`src/rtl/prach_cc_sched.sv`:
```
// prach_cc_sched: per-CC long-PRACH occasion scheduler driven by the TDM slot stream of the 3-CC resync stage.
// Optional per-CC completed-occasion counters (occ_cnt) are built when PRACH_CC_SCHED_STATS_EN is defined.
module prach_cc_sched #(
  parameter int NUM_CC = 3,
  parameter int SAMP_W = 20
) (
  input  logic              clk,
  input  logic              rst,
  input  logic [7:0]        chn,
  input  logic              sync_in,
  input  logic              cfg_wr,
  input  logic [1:0]        cfg_cc,
  input  logic              cfg_en,
  input  logic [SAMP_W-1:0] cfg_offset,
  input  logic [SAMP_W-1:0] cfg_len,
  input  logic              err_clr,
  output logic              slot_valid,
  output logic [1:0]        slot_cc,
  output logic              slot_first,
  output logic              slot_last,
  output logic [NUM_CC-1:0] cc_active,
  output logic [NUM_CC-1:0] occ_done,
  output logic              sync_err
`ifdef PRACH_CC_SCHED_STATS_EN
  ,
  output logic [NUM_CC*16-1:0] occ_cnt
`endif
);

  typedef enum logic [1:0] {
    ST_IDLE   = 2'd0,
    ST_ARMED  = 2'd1,
    ST_ACTIVE = 2'd2
  } state_t;

  localparam logic [SAMP_W-1:0] CNT_MAX = {SAMP_W{1'b1}};

  logic [2:0]        slot_idx;
  logic              boundary;
  logic              sync_ok;
  logic              sync_bad;
  logic              unused_chn;
  logic [SAMP_W-1:0] cnt_reg;
  logic [SAMP_W-1:0] cnt_next;
  logic [NUM_CC-1:0] act_next_vec;
  logic [NUM_CC-1:0] first_next_vec;
  logic [NUM_CC-1:0] last_next_vec;
  logic [NUM_CC-1:0] done_next_vec;
  logic              slot_valid_next;
  logic [1:0]        slot_cc_next;
  logic              slot_first_next;
  logic              slot_last_next;
  logic              sync_err_next;
  logic              slot_valid_reg;
  logic [1:0]        slot_cc_reg;
  logic              slot_first_reg;
  logic              slot_last_reg;
  logic [NUM_CC-1:0] occ_done_reg;
  logic              sync_err_reg;

  assign slot_idx   = chn[2:0];
  assign unused_chn = ^chn[7:3];
  assign boundary   = (slot_idx == 3'd0);
  assign sync_ok    = sync_in & boundary;
  // A sync off slot 0 is only flagged; it never touches the time base or config.
  assign sync_bad   = sync_in & ~boundary;

  always_comb begin
    cnt_next = cnt_reg;
    if (sync_ok)
      cnt_next = '0;
    else if (boundary && cnt_reg != CNT_MAX)
      cnt_next = cnt_reg + SAMP_W'(1);
  end

  for (genvar gi = 0; gi < NUM_CC; gi++) begin : g_cc
    state_t            state_reg;
    state_t            state_next;
    logic              sh_en_reg;
    logic [SAMP_W-1:0] sh_off_reg;
    logic [SAMP_W-1:0] sh_len_reg;
    logic              wk_en_reg;
    logic [SAMP_W-1:0] wk_off_reg;
    logic [SAMP_W-1:0] wk_len_reg;
    logic [SAMP_W-1:0] rem_reg;
    logic [SAMP_W-1:0] rem_next;
    logic              apply;
    logic              ap_en;
    logic              ap_go;
    logic [SAMP_W-1:0] ap_off;
    logic [SAMP_W-1:0] ap_len;
    logic              done_next;

    // ap_* is the config in force this cycle, including a copy landing on this sync.
    assign apply  = sync_ok && (state_reg != ST_ACTIVE);
    assign ap_en  = apply ? sh_en_reg  : wk_en_reg;
    assign ap_off = apply ? sh_off_reg : wk_off_reg;
    assign ap_len = apply ? sh_len_reg : wk_len_reg;
    assign ap_go  = ap_en && (ap_len != '0);

    always_ff @(posedge clk) begin
      if (rst) begin
        state_reg  <= ST_IDLE;
        sh_en_reg  <= 1'b0;
        sh_off_reg <= '0;
        sh_len_reg <= '0;
        wk_en_reg  <= 1'b0;
        wk_off_reg <= '0;
        wk_len_reg <= '0;
        rem_reg    <= '0;
      end else begin
        if (cfg_wr && cfg_cc == 2'(gi)) begin
          sh_en_reg  <= cfg_en;
          sh_off_reg <= cfg_offset;
          sh_len_reg <= cfg_len;
        end
        if (apply) begin
          wk_en_reg  <= sh_en_reg;
          wk_off_reg <= sh_off_reg;
          wk_len_reg <= sh_len_reg;
        end
        state_reg <= state_next;
        rem_reg   <= rem_next;
      end
    end

    always_comb begin
      state_next = state_reg;
      case (state_reg)
        ST_IDLE, ST_ARMED: begin
          if (sync_ok) begin
            if (!ap_go)
              state_next = ST_IDLE;
            else if (ap_off == '0)
              state_next = ST_ACTIVE;
            else
              state_next = ST_ARMED;
          end else if (state_reg == ST_ARMED && boundary && cnt_next == wk_off_reg) begin
            state_next = ST_ACTIVE;
          end
        end
        ST_ACTIVE: begin
          if (boundary && rem_reg == SAMP_W'(1))
            state_next = ST_IDLE;
        end
        default: state_next = ST_IDLE;
      endcase
    end

    always_comb begin
      rem_next  = rem_reg;
      done_next = 1'b0;
      if (state_reg != ST_ACTIVE && state_next == ST_ACTIVE)
        rem_next = ap_len;
      else if (state_reg == ST_ACTIVE && boundary)
        rem_next = rem_reg - SAMP_W'(1);
      if (state_reg == ST_ACTIVE && state_next == ST_IDLE)
        done_next = 1'b1;
    end

    assign act_next_vec[gi]   = (state_next == ST_ACTIVE);
    assign first_next_vec[gi] = (rem_next == ap_len);
    assign last_next_vec[gi]  = (rem_next == SAMP_W'(1));
    assign done_next_vec[gi]  = done_next;
    assign cc_active[gi]      = (state_reg == ST_ACTIVE);
  end

  // Qualifiers use post-boundary state so slot 0 of a sample sees that sample's status.
  always_comb begin
    slot_valid_next = 1'b0;
    slot_cc_next    = '0;
    slot_first_next = 1'b0;
    slot_last_next  = 1'b0;
    for (int k = 0; k < NUM_CC; k++) begin
      if (slot_idx == 3'(k) && act_next_vec[k]) begin
        slot_valid_next = 1'b1;
        slot_cc_next    = 2'(k);
        slot_first_next = first_next_vec[k];
        slot_last_next  = last_next_vec[k];
      end
    end
  end

  assign sync_err_next = (sync_err_reg & ~err_clr) | sync_bad;

  always_ff @(posedge clk) begin
    if (rst) begin
      cnt_reg        <= '0;
      slot_valid_reg <= 1'b0;
      slot_cc_reg    <= '0;
      slot_first_reg <= 1'b0;
      slot_last_reg  <= 1'b0;
      occ_done_reg   <= '0;
      sync_err_reg   <= 1'b0;
    end else begin
      cnt_reg        <= cnt_next;
      slot_valid_reg <= slot_valid_next;
      slot_cc_reg    <= slot_cc_next;
      slot_first_reg <= slot_first_next;
      slot_last_reg  <= slot_last_next;
      occ_done_reg   <= done_next_vec;
      sync_err_reg   <= sync_err_next;
    end
  end

  assign slot_valid = slot_valid_reg;
  assign slot_cc    = slot_cc_reg;
  assign slot_first = slot_first_reg;
  assign slot_last  = slot_last_reg;
  assign occ_done   = occ_done_reg;
  assign sync_err   = sync_err_reg;

`ifdef PRACH_CC_SCHED_STATS_EN
  logic [NUM_CC*16-1:0] occ_cnt_reg;

  always_ff @(posedge clk) begin
    if (rst || (err_clr && !sync_err_reg)) begin
      occ_cnt_reg <= '0;
    end else begin
      for (int k = 0; k < NUM_CC; k++) begin
        if (done_next_vec[k])
          occ_cnt_reg[16*k +: 16] <= occ_cnt_reg[16*k +: 16] + 16'd1;
      end
    end
  end

  assign occ_cnt = occ_cnt_reg;
`endif

endmodule

```
`config.mk`:
```
export PLATFORM = sky130hd
export DESIGN_NAME = prach_cc_sched
export DESIGN_NICKNAME = d
export VERILOG_FILES = /design/src/rtl/prach_cc_sched.sv
export SDC_FILE = /design/constraint.sdc
export NUM_CORES = 1
export LEC_CHECK = 0
export BUFFER_PORTS_ARGS = -buffer_cell sky130_fd_sc_hd__buf_2
export CORE_UTILIZATION = 60
export DETAILED_ROUTE_END_ITERATION = 10
export GPL_TIMING_DRIVEN = 0
export PLACE_DENSITY_LB_ADDON = 0.1
export SLEW_MARGIN = 25
export SYNTH_ARGS = -nofsm -noshare
export SYNTH_HDL_FRONTEND = slang
export SYNTH_SLANG_ARGS = --single-unit
export TNS_END_PERCENT = 20
```
`constraint.sdc`:
```
create_clock -name clk -period 5.4 [get_ports clk]
set_input_delay 0.81 -clock clk [delete_from_list [all_inputs] [get_ports clk]]
set_output_delay 0.81 -clock clk [all_outputs]
set_load 0.02 [all_outputs]
```
==> key figures <==
Synthesis
  • Mean Syn Cell Area: 7.86 µm²
  • Synth Warn #: 0
  • Synth async-reset ratio: 0%
  • Register bit total from synthesis: 341
  • Synth Net Count: 2227
  • Cell variety after synth: 74
  • Gate count after technology mapping: 2164
  • Seq/Total Area, Yosys: 40.1%
  • Post-synth EDFFs: 0
  • Synthesized cell area: 17000 µm²
  • Leading register cell type out of synthesis: dfxtp_1

Detailed routing
  • Routed Antenna Nets: 0
  • DR WL/cell: 22.0 µm
  • Via density per instance: 6.33
  • Routed WL: 58.8 mm
  • 1st-iter DRT viols: 2074
  • Vias: 16869
  • TritonRoute pass-1 iters: 8
  • # DRC: 0

CTS
  • CTS Hold Bufs: 0
  • Root Driver: clkbuf_16
  • Inserted Clock Buffers: 37
  • Clk slew on worst S/H paths: 0.06 ns
  • CTS Buffer Depth: 3
  • TritonCTS clock tree: done
  • Clock latency at the later pin of the worst-skew pair: 0.54 ns
  • CTS sink cnt: 341
  • H-tree levels: 2

Global routing
  • Largest net degree at the start of global routing: 15
  • Vias in the first global route: 15847
  • First-pass GRT wire length: 89.5 mm
  • Initial antenna violation count: 0
  • Grt total ovfl: 0
  • GRT Util Overall: 40.5%

Die
  • Die width: 170 µm
  • I/O pin total: 68
  • DIE AREA: 29000 µm²
  • Floorplan die height: 170 µm
  • Initial core utilization: 61.1%
  • Site row count: 61
  • Core area: 27900 µm²

STA
  • Max-slew violation count: 0
  • Final Skew: 0.0129 ns
  • F_max: 187 MHz
  • RSZ-0062 raised after global routing: false
  • Setup violators final: 0
  • Fin crit period: 5.34 ns
  • Slew HR: 27.1%
  • Endpoints failing hold: 0
  • Tcrit/Tclk final: 98.9%
  • Least-Margin Pin Slew: 1.08 ns
  • Final setup margin: 0.0573 ns

Layout
  • N_diodes: 0
  • Final instance count without filler cells: 2667
  • Area Growth Syn to Fin: 12.3%
  • Fin area: 19100 µm²
  • Nets@finish: 2327
  • Commonest cells after routing, fill and taps aside: nand2_1, dfxtp_1, a21oi_1, nor2_1, clkbuf_1
  • Most common cell after layout, fill and taps aside: nand2_1
  • Layout cells sized above 1: 8.39%

Placed design
  • GP Congestion: 0.998
  • Dpl hpwl: 45.1 mm
  • Port Buffers: 60
  • Post-DP Area: 17800 µm²
  • Placed cells: 2603
  • Dpl ws: -0.509 ns

Power
  • Max VDD drop: 0.000325 V
  • Seq pwr share: 46.7%
  • Final Power: 5550 µW
  • Pwr/cell area: 291 nW/µm²
  • Leak pwr: 0.00723 µW
  • Clock share of power: 47.2%
  • Psw: 1340 µW
  • Comb pwr share: 6.1%
  • Sw Ratio: 24.2%
  • Internal power: 4210 µW

Run status
  • Status: completed

Setup path
  • Worst-path maximum fanout: 10
  • WP data arrival: 5.78 ns
  • Worst Setup End Kind: register
  • Element type at the critical path start: input pin
  • FF-to-FF Start: cnt_reg[1]
  • CP startpoint: chn[1]
  • CP required: 5.83 ns
  • CP Class: input pin to register

Hold path
  • Hold Crit Class: register to register
  • Hold_sp: g_cc[1].wk_en_reg

Job
  • Max_cap viols: 0
[Yosys cell counts, types with 7 or more instances]
cell type	number	area, µm²
dfxtp_1	341	6830
nand2_1	460	1730
a31oi_1	8	50.1
xnor2_1	79	692
o2111ai_1	7	61.3
nand2b_1	21	131
o21ai_0	32	160
and4_1	8	70.1
nand4_1	39	244
nand3_1	46	230
a21oi_1	213	1070
ha_1	7	87.6
clkbuf_1	112	420
mux2_2	32	360
xor2_1	60	526
and3_1	8	50.1
nor3_1	58	290
nand3b_1	15	113
buf_2	10	50.1
or4_1	24	180
o31ai_1	7	52.6
nor4_1	78	488
mux2i_1	64	641
a211oi_1	44	330
or3_1	14	87.6
nor2_1	198	743
inv_1	25	93.8
nor2b_1	34	213
[critical path, cell delays in order]
cell	delay, ns
buf_2	0.16
nor4b_1	0.71
clkbuf_2	0.47
clkbuf_1	0.61
clkbuf_1	0.50
nor3_1	0.10
a2111oi_0	0.92
and4_1	0.38
a31oi_1	0.21
buf_2	0.28
clkbuf_1	0.27
a211oi_1	0.33
[layer usage]
| metal | vias to the layer above | global-route usage [%] | part of all wire [%] |
|---|---|---|---|
| met3 | 168 | 9.42 | 10 |
| li1 | 7823 | - | - |
| met2 | 881 | 64.9 | 45 |
| met5 | - | 0 | 0 |
| met1 | 7997 | 52.9 | 41 |
| met4 | 0 | 15.7 | 3.7 |
[logic make-up after synthesis]
| logic type | count (synthesis) | share of synthesized area, % |
|---|---|---|
| simple gates | 1036 | 28.5 |
| compound gates | 387 | 14.0 |
| flops | 341 | 40.1 |
| buf+inv | 156 | 3.67 |
| xor+xnor | 139 | 7.16 |
| mux | 98 | 6.02 |
| fa+ha+maj | 7 | 0.515 |
[power by group through the flow]
| stage | clock (µW) | sequential, µW | combinational (µW) |
|---|---|---|---|
| 3_5_place_dp | 0 | 2650 | 324 |
| 6_report | 2620 | 2590 | 338 |
| 2_1_floorplan | 0 | 2630 | 199 |
| 5_1_grt | 2730 | 2600 | 361 |
| 4_1_cts | 2630 | 2590 | 328 |
| 3_3_place_gp | 0 | 2650 | 320 |
[layout make-up]
type                            instances  area, µm²
Clock inverter                         13        151
Clock buffer                           51       1120
Sequential cell                       341       6830
Fill cell                            2405       8760
Multi-Input combinational cell       1667       9590
Timing Repair Buffer                   61        305
Buffer                                131        533
Tap cell                              378        473
Inverter                               25       93.8
[stage by stage]
stage | hold slack, ns | util [%] | TNS [ns]
after detailed placement | 0.458 | 63.9 | -14.93
after global routing | 0.489 | 68.5 | 0
after global placement | 0.447 | 63.8 | -12.96
after floorplan | 0.436 | - | 0
final | 0.461 | 68.5 | 0
after CTS | 0.466 | 68.5 | 0
[path summary, 6_finish.rpt]
kind	end	slack, ns	depth (start not counted)
min reg2reg	g_cc[1].wk_en_reg	0.46	2
min	g_cc[1].wk_en_reg	0.46	2
max	g_cc[2].rem_reg[12]	0.06	12
max reg2reg	slot_last	0.08	13
[timing repair]
item,in CTS,in global routing
gates cloned,0,0
buffers inserted,0,0
setup endpoints to repair,1,19
resized for setup,1,6
Note: power is estimated with default switching activity, not from simulation.
